[config.mk]
export PLATFORM = sky130hd
export DESIGN_NAME = envio_tela_serial
export DESIGN_NICKNAME = d
export VERILOG_FILES = /design/src/rtl/envio_tela_serial.sv
export SDC_FILE = /design/constraint.sdc
export NUM_CORES = 1
export LEC_CHECK = 0
export ABC_AREA = 0
export BUFFER_PORTS_ARGS = -buffer_cell sky130_fd_sc_hd__buf_2
export CAP_MARGIN = 20
export CORE_UTILIZATION = 55
export CTS_CLUSTER_DIAMETER = 50
export CTS_CLUSTER_SIZE = 24
export DETAILED_ROUTE_END_ITERATION = 7
export GPL_TIMING_DRIVEN = 0
export PLACE_DENSITY = 0.86
export SKIP_LAST_GASP = 1
export SYNTH_ARGS = -nofsm -noshare
export SYNTH_HDL_FRONTEND = slang
export SYNTH_SLANG_ARGS = --single-unit
[constraint.sdc]
create_clock -name clock -period 3.3 [get_ports clock]
set_input_delay 0.165 -clock clock [delete_from_list [all_inputs] [get_ports clock]]
set_output_delay 0.165 -clock clock [all_outputs]
set_load 0.005 [all_outputs]
[src/rtl/envio_tela_serial.sv]
// Sends a captured screen code plus a 16-bit word as a 5-byte UART 8N1 frame: tela, dados hi, dados lo, xor checksum, terminator.
// Line falls one cycle after the accepting edge; fim pulses 50*CICLOS_POR_BIT+1 cycles later. Requests arriving while busy are dropped.
module envio_tela_serial #(
    parameter int         CICLOS_POR_BIT = 434,
    parameter logic [7:0] TERMINADOR     = 8'h0A
) (
    input  logic        clock,
    input  logic        reset,
    input  logic        envia_dados,
    input  logic [7:0]  tela_renderizada,
    input  logic [15:0] dados,
    output logic        saida_serial,
    output logic        fim_envia_dados,
    output logic        ocupado,
    output logic [2:0]  db_estado
);
    typedef enum logic [2:0] {
        OCIOSO = 3'd0,
        START  = 3'd1,
        DADOS  = 3'd2,
        STOP   = 3'd3,
        FIM    = 3'd4
    } estado_t;

    localparam logic [15:0] ULTIMO_CICLO = 16'(CICLOS_POR_BIT - 1);

    estado_t     estado_q, estado_d;
    logic [15:0] cnt_q, cnt_d;
    logic [2:0]  byte_q, byte_d;
    logic [2:0]  bit_q, bit_d;
    logic [7:0]  tela_q, tela_d;
    logic [7:0]  alto_q, alto_d;
    logic [7:0]  baixo_q, baixo_d;
    logic [7:0]  chk_q, chk_d;
    logic        saida_q, saida_d;
    logic        fim_q, fim_d;
    logic        ocupado_q, ocupado_d;
    logic [7:0]  byte_atual;
    logic        fim_bit;

    always_comb begin
        estado_d   = estado_q;
        cnt_d      = cnt_q;
        byte_d     = byte_q;
        bit_d      = bit_q;
        tela_d     = tela_q;
        alto_d     = alto_q;
        baixo_d    = baixo_q;
        chk_d      = chk_q;
        byte_atual = TERMINADOR;
        saida_d    = 1'b1;
        fim_bit    = (cnt_q == ULTIMO_CICLO);

        case (estado_q)
            OCIOSO: begin
                if (envia_dados) begin
                    tela_d   = tela_renderizada;
                    alto_d   = dados[15:8];
                    baixo_d  = dados[7:0];
                    chk_d    = tela_renderizada ^ dados[15:8] ^ dados[7:0];
                    byte_d   = 3'd0;
                    cnt_d    = 16'd0;
                    estado_d = START;
                end
            end
            START: begin
                if (fim_bit) begin
                    cnt_d    = 16'd0;
                    bit_d    = 3'd0;
                    estado_d = DADOS;
                end else begin
                    cnt_d = cnt_q + 16'd1;
                end
            end
            DADOS: begin
                if (fim_bit) begin
                    cnt_d = 16'd0;
                    if (bit_q == 3'd7) begin
                        estado_d = STOP;
                    end else begin
                        bit_d = bit_q + 3'd1;
                    end
                end else begin
                    cnt_d = cnt_q + 16'd1;
                end
            end
            STOP: begin
                if (fim_bit) begin
                    cnt_d = 16'd0;
                    if (byte_q < 3'd4) begin
                        byte_d   = byte_q + 3'd1;
                        estado_d = START;
                    end else begin
                        estado_d = FIM;
                    end
                end else begin
                    cnt_d = cnt_q + 16'd1;
                end
            end
            FIM:     estado_d = OCIOSO;
            default: estado_d = OCIOSO;
        endcase

        // Outputs are registered from the next state so the line moves on the same edge as the FSM.
        case (byte_d)
            3'd0:    byte_atual = tela_q;
            3'd1:    byte_atual = alto_q;
            3'd2:    byte_atual = baixo_q;
            3'd3:    byte_atual = chk_q;
            default: byte_atual = TERMINADOR;
        endcase

        case (estado_d)
            START:   saida_d = 1'b0;
            DADOS:   saida_d = byte_atual[bit_d];
            default: saida_d = 1'b1;
        endcase

        fim_d     = (estado_d == FIM);
        ocupado_d = (estado_d != OCIOSO);
    end

    always_ff @(posedge clock or posedge reset) begin
        if (reset) begin
            estado_q  <= OCIOSO;
            cnt_q     <= 16'd0;
            byte_q    <= 3'd0;
            bit_q     <= 3'd0;
            tela_q    <= 8'd0;
            alto_q    <= 8'd0;
            baixo_q   <= 8'd0;
            chk_q     <= 8'd0;
            saida_q   <= 1'b1;
            fim_q     <= 1'b0;
            ocupado_q <= 1'b0;
        end else begin
            estado_q  <= estado_d;
            cnt_q     <= cnt_d;
            byte_q    <= byte_d;
            bit_q     <= bit_d;
            tela_q    <= tela_d;
            alto_q    <= alto_d;
            baixo_q   <= baixo_d;
            chk_q     <= chk_d;
            saida_q   <= saida_d;
            fim_q     <= fim_d;
            ocupado_q <= ocupado_d;
        end
    end

    assign saida_serial    = saida_q;
    assign fim_envia_dados = fim_q;
    assign ocupado         = ocupado_q;
    assign db_estado       = estado_q;

endmodule

==> results, run 1 <==
- The cell chosen for the clock root is clkbuf_8.
- The post-synthesis cell count is 367.
- Setup repair after global routing left no endpoint under its margin.
- The ratio of final minimum period to clock period is 89.4%.
- The largest net degree at the start of global routing is 34.
- In this run the critical register-to-register path is launched from cnt_q[1]$_DFFE_PP0P_.
- Sorting the synthesized cells by how often they occur yields nand2_1 (111), dfrtp_1 (59), o21ai_0 (24).
- Sequential elements use roughly 46% of the synthesized area.
- The number of clock sinks seen by CTS is 60.
- In this run the most critical hold path is launched from dados[12].
- After routing, the total negative slack on setup checks comes to 0 ns.
- The CTS clock-pin slew for the worst setup and hold paths is around 0.07 ns.
- Timing would allow up to roughly 340 MHz.
- The count of nets left with antenna violations once routing finished came out at 0.
- Measured against its own limit, the worst slew margin works out to between 30% and 40%.
- The number of buffers created by CTS is 9.
- The biggest area contributor in the post-synthesis netlist is dfrtp_1.
- At the later pin of the worst-skew pair, clock insertion delay measures about 0.35 ns.
- The post-route netlist has 16.1% of its cells at a drive strength greater than 1.
- The count of port buffers added during placement is 32.
- The peak supply drop is roughly 0.34 mV.
- In this run, post-CTS repair resized a total of 0 instances.
- The data required time at the worst endpoint is between 3 and 4 ns.
- In the final routed layout, each cell accounts on average for between 15 and 20 um.
- Yosys printed 0 warnings.
- Of all nets on the critical path, the largest fanout is 6.
- The most instantiated library cell after synthesis is nand2_1.
- Across all hold checks on the routed design, the worst slack comes to 0.0319 ns.
- 33 I/O pins were placed.
- The stage delay of the slowest cell on the critical path is between 0.5 and 0.6 ns.
- In the post-synthesis netlist, the biggest area contributors are dfrtp_1 (46%), nand2_1 (13%), xor2_1 (3.8%).
- The final weighted congestion in routability-driven placement is approximately 0.9.
- STA classifies the critical path startpoint as a register.
- Summing every instance area after synthesis gives roughly 3200 sq um.
- The most frequent cell on the critical path is a2111oi_0.
- The first-pass GRT wire length is 12700 um.
- The first TritonRoute pass finished after 4 iterations.
- The hold violation total from the final report came to 0.
- The run finished with clean final reports.
- The H-tree level count is 3.
- The total congestion overflow is 0.
- The startpoint of the most critical setup path is cnt_q[1]$_DFFE_PP0P_.
- The critical path is of the reg2reg type.
- The max capacitance violation total is 0.
- The slowest stage of the critical path belongs to the cell a2111oi_0.
- The initialized floorplan defines 27 standard-cell rows.
- The synthesized design contains 0 enable-type register cells.
- The post-detailed-placement half-perimeter wirelength is 5240 um.
- The top cell type by area accounts for a little under half of the synthesized area.
- In the routed design, unresolved DRC markers number 0.
- Using the TritonRoute via totals, the vias-per-cell ratio works out to 5.75.
- Global routing used about 27% of the available tracks.
- For this block, the routed nets add up to 7350 um of wire.
- The violation count after the first detailed-routing iteration is approximately 180.
- The most used flip-flop cell after synthesis is dfrtp_1.
- The data arrival time of the critical path is between 3 and 4 ns.
- The smallest clock period supported by the final layout is computed as ~3 ns.
- TritonCTS built the clock tree.
- No sink is reached through more buffers than the 2 on the longest clock path.
- The post-CTS setup-driven buffer insertion count is 0.
- The worst setup path endpoint is saida_serial$_DFF_PP1_.
- When the netlist entered floorplanning its net count stood at 398.
- The horizontal die dimension is roughly 80 um.
- The number of hold-repair buffers added at the cts stage is 1.
- The number of different library cells used by synthesis comes to 56.
- The average cell area after synthesis is 8.81 sq um.
- The die extent in y is between 70 and 80 um.
- The total count of max-transition violations in the final report is 0.
- The layout-stage area growth over the synthesis result is 14.1%.
- Setup violations remaining at the end of the flow were counted as 0.
- In the final design database the tool counted between 400 and 500 nets.
- The die covers between 6000 and 7000 sq um.
- The total power is 1900 uW.
- The initial utilization of the core area, before any placement, comes to between 50% and 60%.
- Counting flops with an async set or reset pin after synthesis yields a share of 100%.
- The number of antenna violations at the first check in global routing is 0.
- For the pin with the worst max-slew slack, the measured transition is approximately 0.94 ns.
- The standard cell core area is around 5600 sq um.
- The finished cells cover roughly 3700 sq um.
- Once layout is complete, the utilization of the core stands at between 60% and 70%.
- The type of destination of the critical path is a register.
- The via count of the first global-routing pass is approximately 2800.
- After detailed placement, the total cell area comes to ~3500 sq um.
- The setup slack on the worst flop-to-flop path is 0.35 ns.
- The endpoint of the worst-slack reg-to-reg timing path is saida_serial$_DFF_PP1_.
- The count of inserted antenna diode cells is 0.
- The ratio of total power to cell area is around 510 nW/um^2.
- The filler cells instantiated in the layout total between 400 and 500.
- In this run the static leakage power is approximately 0.0017 uW.
- After synthesis the netlist holds a flip-flop and latch count of 60.
- For the final database, setup skew stands at about 0.0057 ns.
- Walking the worst path, the cells encountered are inv_1, ha_1, and4bb_1, nand4_2, or2_1, buf_6, mux2i_4, a2111oi_0, a2111oi_0, nor4_1, a32oi_1.
- The tightest min-delay check is of the in2reg type.
- For this block, the via count after detailed routing is 2808.
- The cell depth of the worst flop-to-flop path is 11.
where the power goes:
part           switching (uW)  total (uW)  internal [uW]
combinational             188         336            148
sequential                101         980            879
clock                     277         585            307
metrics by stage:
step / std cells / setup slack (ns)
global route: 488 / 0.153
CTS: 488 / 0.385
finish: 488 / 0.351
detailed placement: 472 / 0.406
global placement: 471 / 0.339
floorplan: 367 / 0.862
area by class of cell:
class                   instances  area (sq um)  area share [%]
flip-flops and latches         60          1500            40.7
repair buffers                 34           190            5.15
plain buffers                  18          96.3            2.61
inverters                       7          26.3           0.712
clock inverters                 2          10.0           0.271
clock buffers                  13           159            4.31
multi-input cells             282          1620            43.8
well taps                      72          90.1            2.44
state kept, by name, summed over array words and instances (netlist names):
register	cells
cnt_q	16
db_estado	3
baixo_q	8
chk_q	8
bit_q	3
tela_q	8
byte_q	3
alto_q	8
saida_serial	1
fim_envia_dados	1
ocupado	1
cell families (layout without fill, tap and decap cells):
family | Yosys count | count (layout) | synth area share [%]
flops | 60 | 60 | 46.5
simple gates | 191 | 191 | 28.5
buf+inv | 25 | 74 | 3.79
compound gates | 58 | 58 | 11.3
fa+ha+maj | 4 | 4 | 1.55
mux | 4 | 4 | 1.66
xor+xnor | 25 | 25 | 6.77
worst min-delay path by stage:
stage	to	slack [ns]	depth (start not counted)
global placement	tela_q[4]$_DFFE_PP0P_	0.38	3
detailed placement	baixo_q[2]$_DFFE_PP0P_	0.27	2
global route	alto_q[4]$_DFFE_PP0P_	0.03	3
CTS	alto_q[4]$_DFFE_PP0P_	0.02	3
finish	alto_q[4]$_DFFE_PP0P_	0.03	3
floorplan	alto_q[0]$_DFFE_PP0P_	0.27	2
cells in the final DEF, fill, tap and decap left out, drive strengths merged, types with 2 or more instances in the layout:
cell	count
nand3b	2
nand2b	6
and3	7
a31oi	2
nand3	6
nor2	19
nand4	10
inv	7
and4bb	2
nor4	2
nand2	111
mux2i	3
nor2b	3
o21ai	26
clkbuf	23
o31ai	4
nor4b	3
and2	4
ha	4
clkinv	2
a211o	2
xor2	14
or3	3
xnor2	11
a2111oi	2
o211ai	2
nor3	4
or2	2
and4	3
a32oi	3
dfrtp	59
a21oi	11
buf	41
metal layers:
metal	up-vias	wire [um]	GRT usage (%)
met5	-	0	0
met4	0	178	15.4
met3	18	352	6.86
met2	74	3590	43.5
met1	1370	3230	33.3
li1	1346	-	-
worst max-delay path: cells and delay by family (launching register included):
| kind | cells | cell delay, ns |
|---|---|---|
| and+or+nand+nor | 4 | 1.00 |
| adders and majority gates | 1 | 0.17 |
| AOI/OAI and AO/OA | 3 | 0.87 |
| buffers and inverters | 2 | 0.21 |
| muxes | 1 | 0.21 |
| DFF | 1 | 0.39 |
No activity file was read; power rests on OpenSTA's default activity.
==> run 2, diff against run 1 <==
- CORE_UTILIZATION: 55 -> 40
- PLACE_DENSITY: 0.86 -> 0.71
- clock period: 3.3 -> 2.57 ns (I/O delays scaled with it)
==> results, run 2 (synthesis gave the netlist of run 1 again) <==
- The flow ran to the end, but the final reports show violations.
- The checks that failed: setup timing.
- The largest net degree at the start of global routing is 35 (+2.9%).
- The count of inserted antenna diode cells is 0 (unchanged).
- The total negative slack for setup checks is -0.0679 ns (-0.0679 ns).
- In this run the most critical hold path is launched from dados[7].
- The time the worst path needs with I/O delays and setup is 2.64 ns (-0.311 ns).
- The layout-stage area growth over the synthesis result is 28.2%.
- The total congestion overflow came to 0 (unchanged).
- The detail-routed via count per cell is 5.24 (-9.0%).
- The remaining routing DRC violations is 0 (unchanged).
- The standard cell area after detailed placement is 3550 sq um (+1.1%).
- The highest clock rate is 379 MHz (+12%).
- The count of antenna-violating nets left after detailed routing was 0 (unchanged).
- The cell depth of the worst flop-to-flop path is 12 (+1).
- The switching power share of the total is 28.7% (-1.0 points).
- The total leakage power came to 0.00194 uW (+11%).
- The routed length per placed instance is 14.3 um (-5.0%).
- The total die area is 8450 sq um (+36%).
- The horizontal die dimension came to 91.9 um (+17%).
- The endpoint of the worst hold-timing path is baixo_q[7]$_DFFE_PP0P_.
- The final weighted congestion in routability-driven placement came to 0.830 (-5.8%).
- The worst min-delay path category is in2reg.
- The count of port buffers added during placement is 32 (unchanged).
- The first-pass GRT wire length is 13300 um (+5.2%).
- The clock tree from TritonCTS is built.
- The maximum root-to-sink buffer count is 2 (unchanged).
- The H-tree level count was 3 (unchanged).
- The stage delay of the slowest cell on the critical path is 0.40 ns (-0.16 ns).
- The maximum clock skew at final layout is 0.00797 ns (+0.00225 ns).
- Ranked by flip-flop count, first place goes to cnt_q.
- The die extent in y is 91.9 um (+17%).
- The max capacitance violation total is 0 (unchanged).
- The final-report setup violation count came to 1 (+1).
- The type of destination of the critical path is a register.
- The effective utilization at floorplan came to 41.6% (-16 points).
- The cell sitting at the root of the clock tree is a clkbuf_8.
- The relative contribution of combinational cells to total power is 19.2% (+1.5 points).
- The kind of cell adding the most delay to the critical path is compound AO/OA/AOI/OAI gates.
- The net switching power of the design is 782 uW (+38%).
- The most common cell after layout, fill and taps aside is nand2_1.
- The routed wire length is 7830 um (+6.5%).
- The hold violation total from the final report is 0 (unchanged).
- The total count of max-transition violations in the final report is 0 (unchanged).
- The peak supply drop was 0.358 mV (+4.6%).
- The number of iterations in the first detailed-routing pass is 4 (unchanged).
- The number of clock sinks seen by CTS is 60 (unchanged).
- The actual transition at the worst max-transition pin came to 0.578 ns (-0.361 ns).
- The violation count after the first detailed-routing iteration is 110 (-39%).
- Setup repair after global routing could not meet its margin everywhere.
- The launch instance of the worst register-to-register path is cnt_q[1]$_DFFE_PP0P_.
- The largest fanout on the critical path is 7 (+1).
- The CTS clock-pin slew for the worst setup and hold paths is 0.07 ns (about the same).
- The setup slack on the worst flop-to-flop path is -0.07 ns (-0.42 ns).
- The final instance area is 4150 sq um (+12%).
- The via count came to 2865 (+2.0%).
- The worst slew margin relative to its limit is 61.4% (+24 points).
- The via count of the first global-routing pass is 2769 (+0.65%).
- The ratio of final minimum period to clock period is 103% (+13 points).
- The data arrival time of the critical path is 2.90 ns (-0.31 ns).
- The worst-skew pair later-pin latency is 0.35 ns (about the same).
- The number of flip-flops in the largest register is 16 (unchanged).
- The number of nets in the finished design was 471 (+6.3%).
- In this run the critical register-to-register path is captured at saida_serial$_DFF_PP1_.
- The number of buffers created by CTS is 9 (unchanged).
- The internal portion of total power is 1940 uW (+45%).
- On the critical path, the stage with the largest delay is an instance of dfrtp_1.
- The portion of total power attributed to the clock network is 34.6% (+3.8 points).
- The number of buffer and inverter instances along the worst setup path came to 3 (+1).
- The post-detailed-placement half-perimeter wirelength is 5230 um (-0.14%).
- The worst hold path cell count is 3 (unchanged).
- The data required time at the worst endpoint is 2.83 ns (-0.73 ns).
- The overall routing resource usage is 20.4% (-6.8 points).
- The standard cell core area is 7770 sq um (+39%).
- The critical path is of the reg2reg type.
- In the layout the commonest cells are nand2_1 (109), dfrtp_1 (58), buf_2 (33).
- The kind of start point of the critical path is a register.
- The floorplan row count is 32 (+19%).
- The ratio of total power to cell area was 656 nW/um^2 (+27%).
- The portion of total power attributed to sequential cells is 46.3% (-5.3 points).
- The number of antenna violations at the first check in global routing was 0 (unchanged).
- The share of final-layout standard cells stronger than drive strength 1 is 22.2% (+6.1 points).
- The minimum setup slack in the final design came to -0.0679 ns (-0.419 ns).
- The signal on the critical path passes through inv_2, ha_4, and4bb_2, nand4_4, or2_1, buf_6, mux2i_4, buf_4, o2111ai_1, o21ai_1, a211o_1, a32oi_2.
- The number of top-level pins is 33 (unchanged).
-- run 2: cell count changes in the layout (fill, tap and decap cells not counted), sizes merged --
cell	change
dlygate4sd3	+15
buf	+13
bufinv	+1
clkinv	-1
clkinvlp	+1
-- run 2: per-layer routing --
layer  vias to the layer above  wire length (um)  track usage [%]
li1                       1395                 -                -
met1                      1390              3640             26.3
met2                        66              3750             33.3
met3                        14               283             4.31
met4                         0               150             7.94
met5                         -                 0                0
-- run 2: power groups by stage --
stage	combinational [uW]	sequential, uW	clock [uW]
floorplan	315	1230	0
global placement	400	1270	0
detailed placement	423	1270	0
CTS	505	1260	950
global route	595	1280	1010
finish	521	1260	940
-- run 2: area by class of cell --
class / count / area [sq um]
Fill cell: 725 / 3620
Timing Repair Buffer: 62 / 435
Buffer: 18 / 109
Multi-Input combinational cell: 282 / 1720
Tap cell: 102 / 128
Inverter: 7 / 28.8
Sequential cell: 60 / 1500
Clock inverter: 3 / 42.5
Clock buffer: 13 / 179
-- run 2: per-stage QoR --
stage	utilization (%)	setup slack, ns	hold slack [ns]	power [uW]	std cells
final	53.4	-0.0679	0.0102	2720	547
after global routing	53.4	-0.138	0.00769	2880	547
after CTS	52.7	0.00903	0.000754	2710	544
after detailed placement	45.7	-0.200	0.231	1690	502
after global placement	45.3	-0.535	0.344	1670	501
after floorplan	-	0.132	0.234	1540	367
-- run 2: how the worst max path moves through the flow --
| stage | from | cells after the start | slack (ns) | to |
|---|---|---|---|---|
| floorplan | cnt_q[1]$_DFFE_PP0P_ | 12 | 0.13 | saida_serial$_DFF_PP1_ |
| global placement | db_estado[2]$_DFF_PP0_ | 8 | -0.53 | saida_serial$_DFF_PP1_ |
| detailed placement | cnt_q[1]$_DFFE_PP0P_ | 12 | -0.20 | saida_serial$_DFF_PP1_ |
| CTS | cnt_q[1]$_DFFE_PP0P_ | 13 | 0.009 | saida_serial$_DFF_PP1_ |
| global route | cnt_q[15]$_DFFE_PP0P_ | 10 | -0.14 | saida_serial$_DFF_PP1_ |
| finish | cnt_q[1]$_DFFE_PP0P_ | 12 | -0.07 | saida_serial$_DFF_PP1_ |
-- run 2: what timing repair did --
item / 4_1_cts / 5_1_grt
setup buffers: 9 / 2
gates resized for setup: 24 / 8
endpoints found under the setup margin: 1 / 1
endpoints found under the hold margin: 40 / 1
pin swaps: 12 / 9
cloned: 2 / 0
hold buffers: 15 / 1
-- run 2: worst reg2reg max path: stages, from the launching register on --
cell and delay [ns]:
dfrtp_1 0.40, inv_2 0.08, ha_4 0.12, and4bb_2 0.26, nand4_4 0.10, or2_1 0.25, buf_6 0.14, mux2i_4 0.22
buf_4 0.20, o2111ai_1 0.19, o21ai_1 0.11, a211o_1 0.25, a32oi_2 0.24
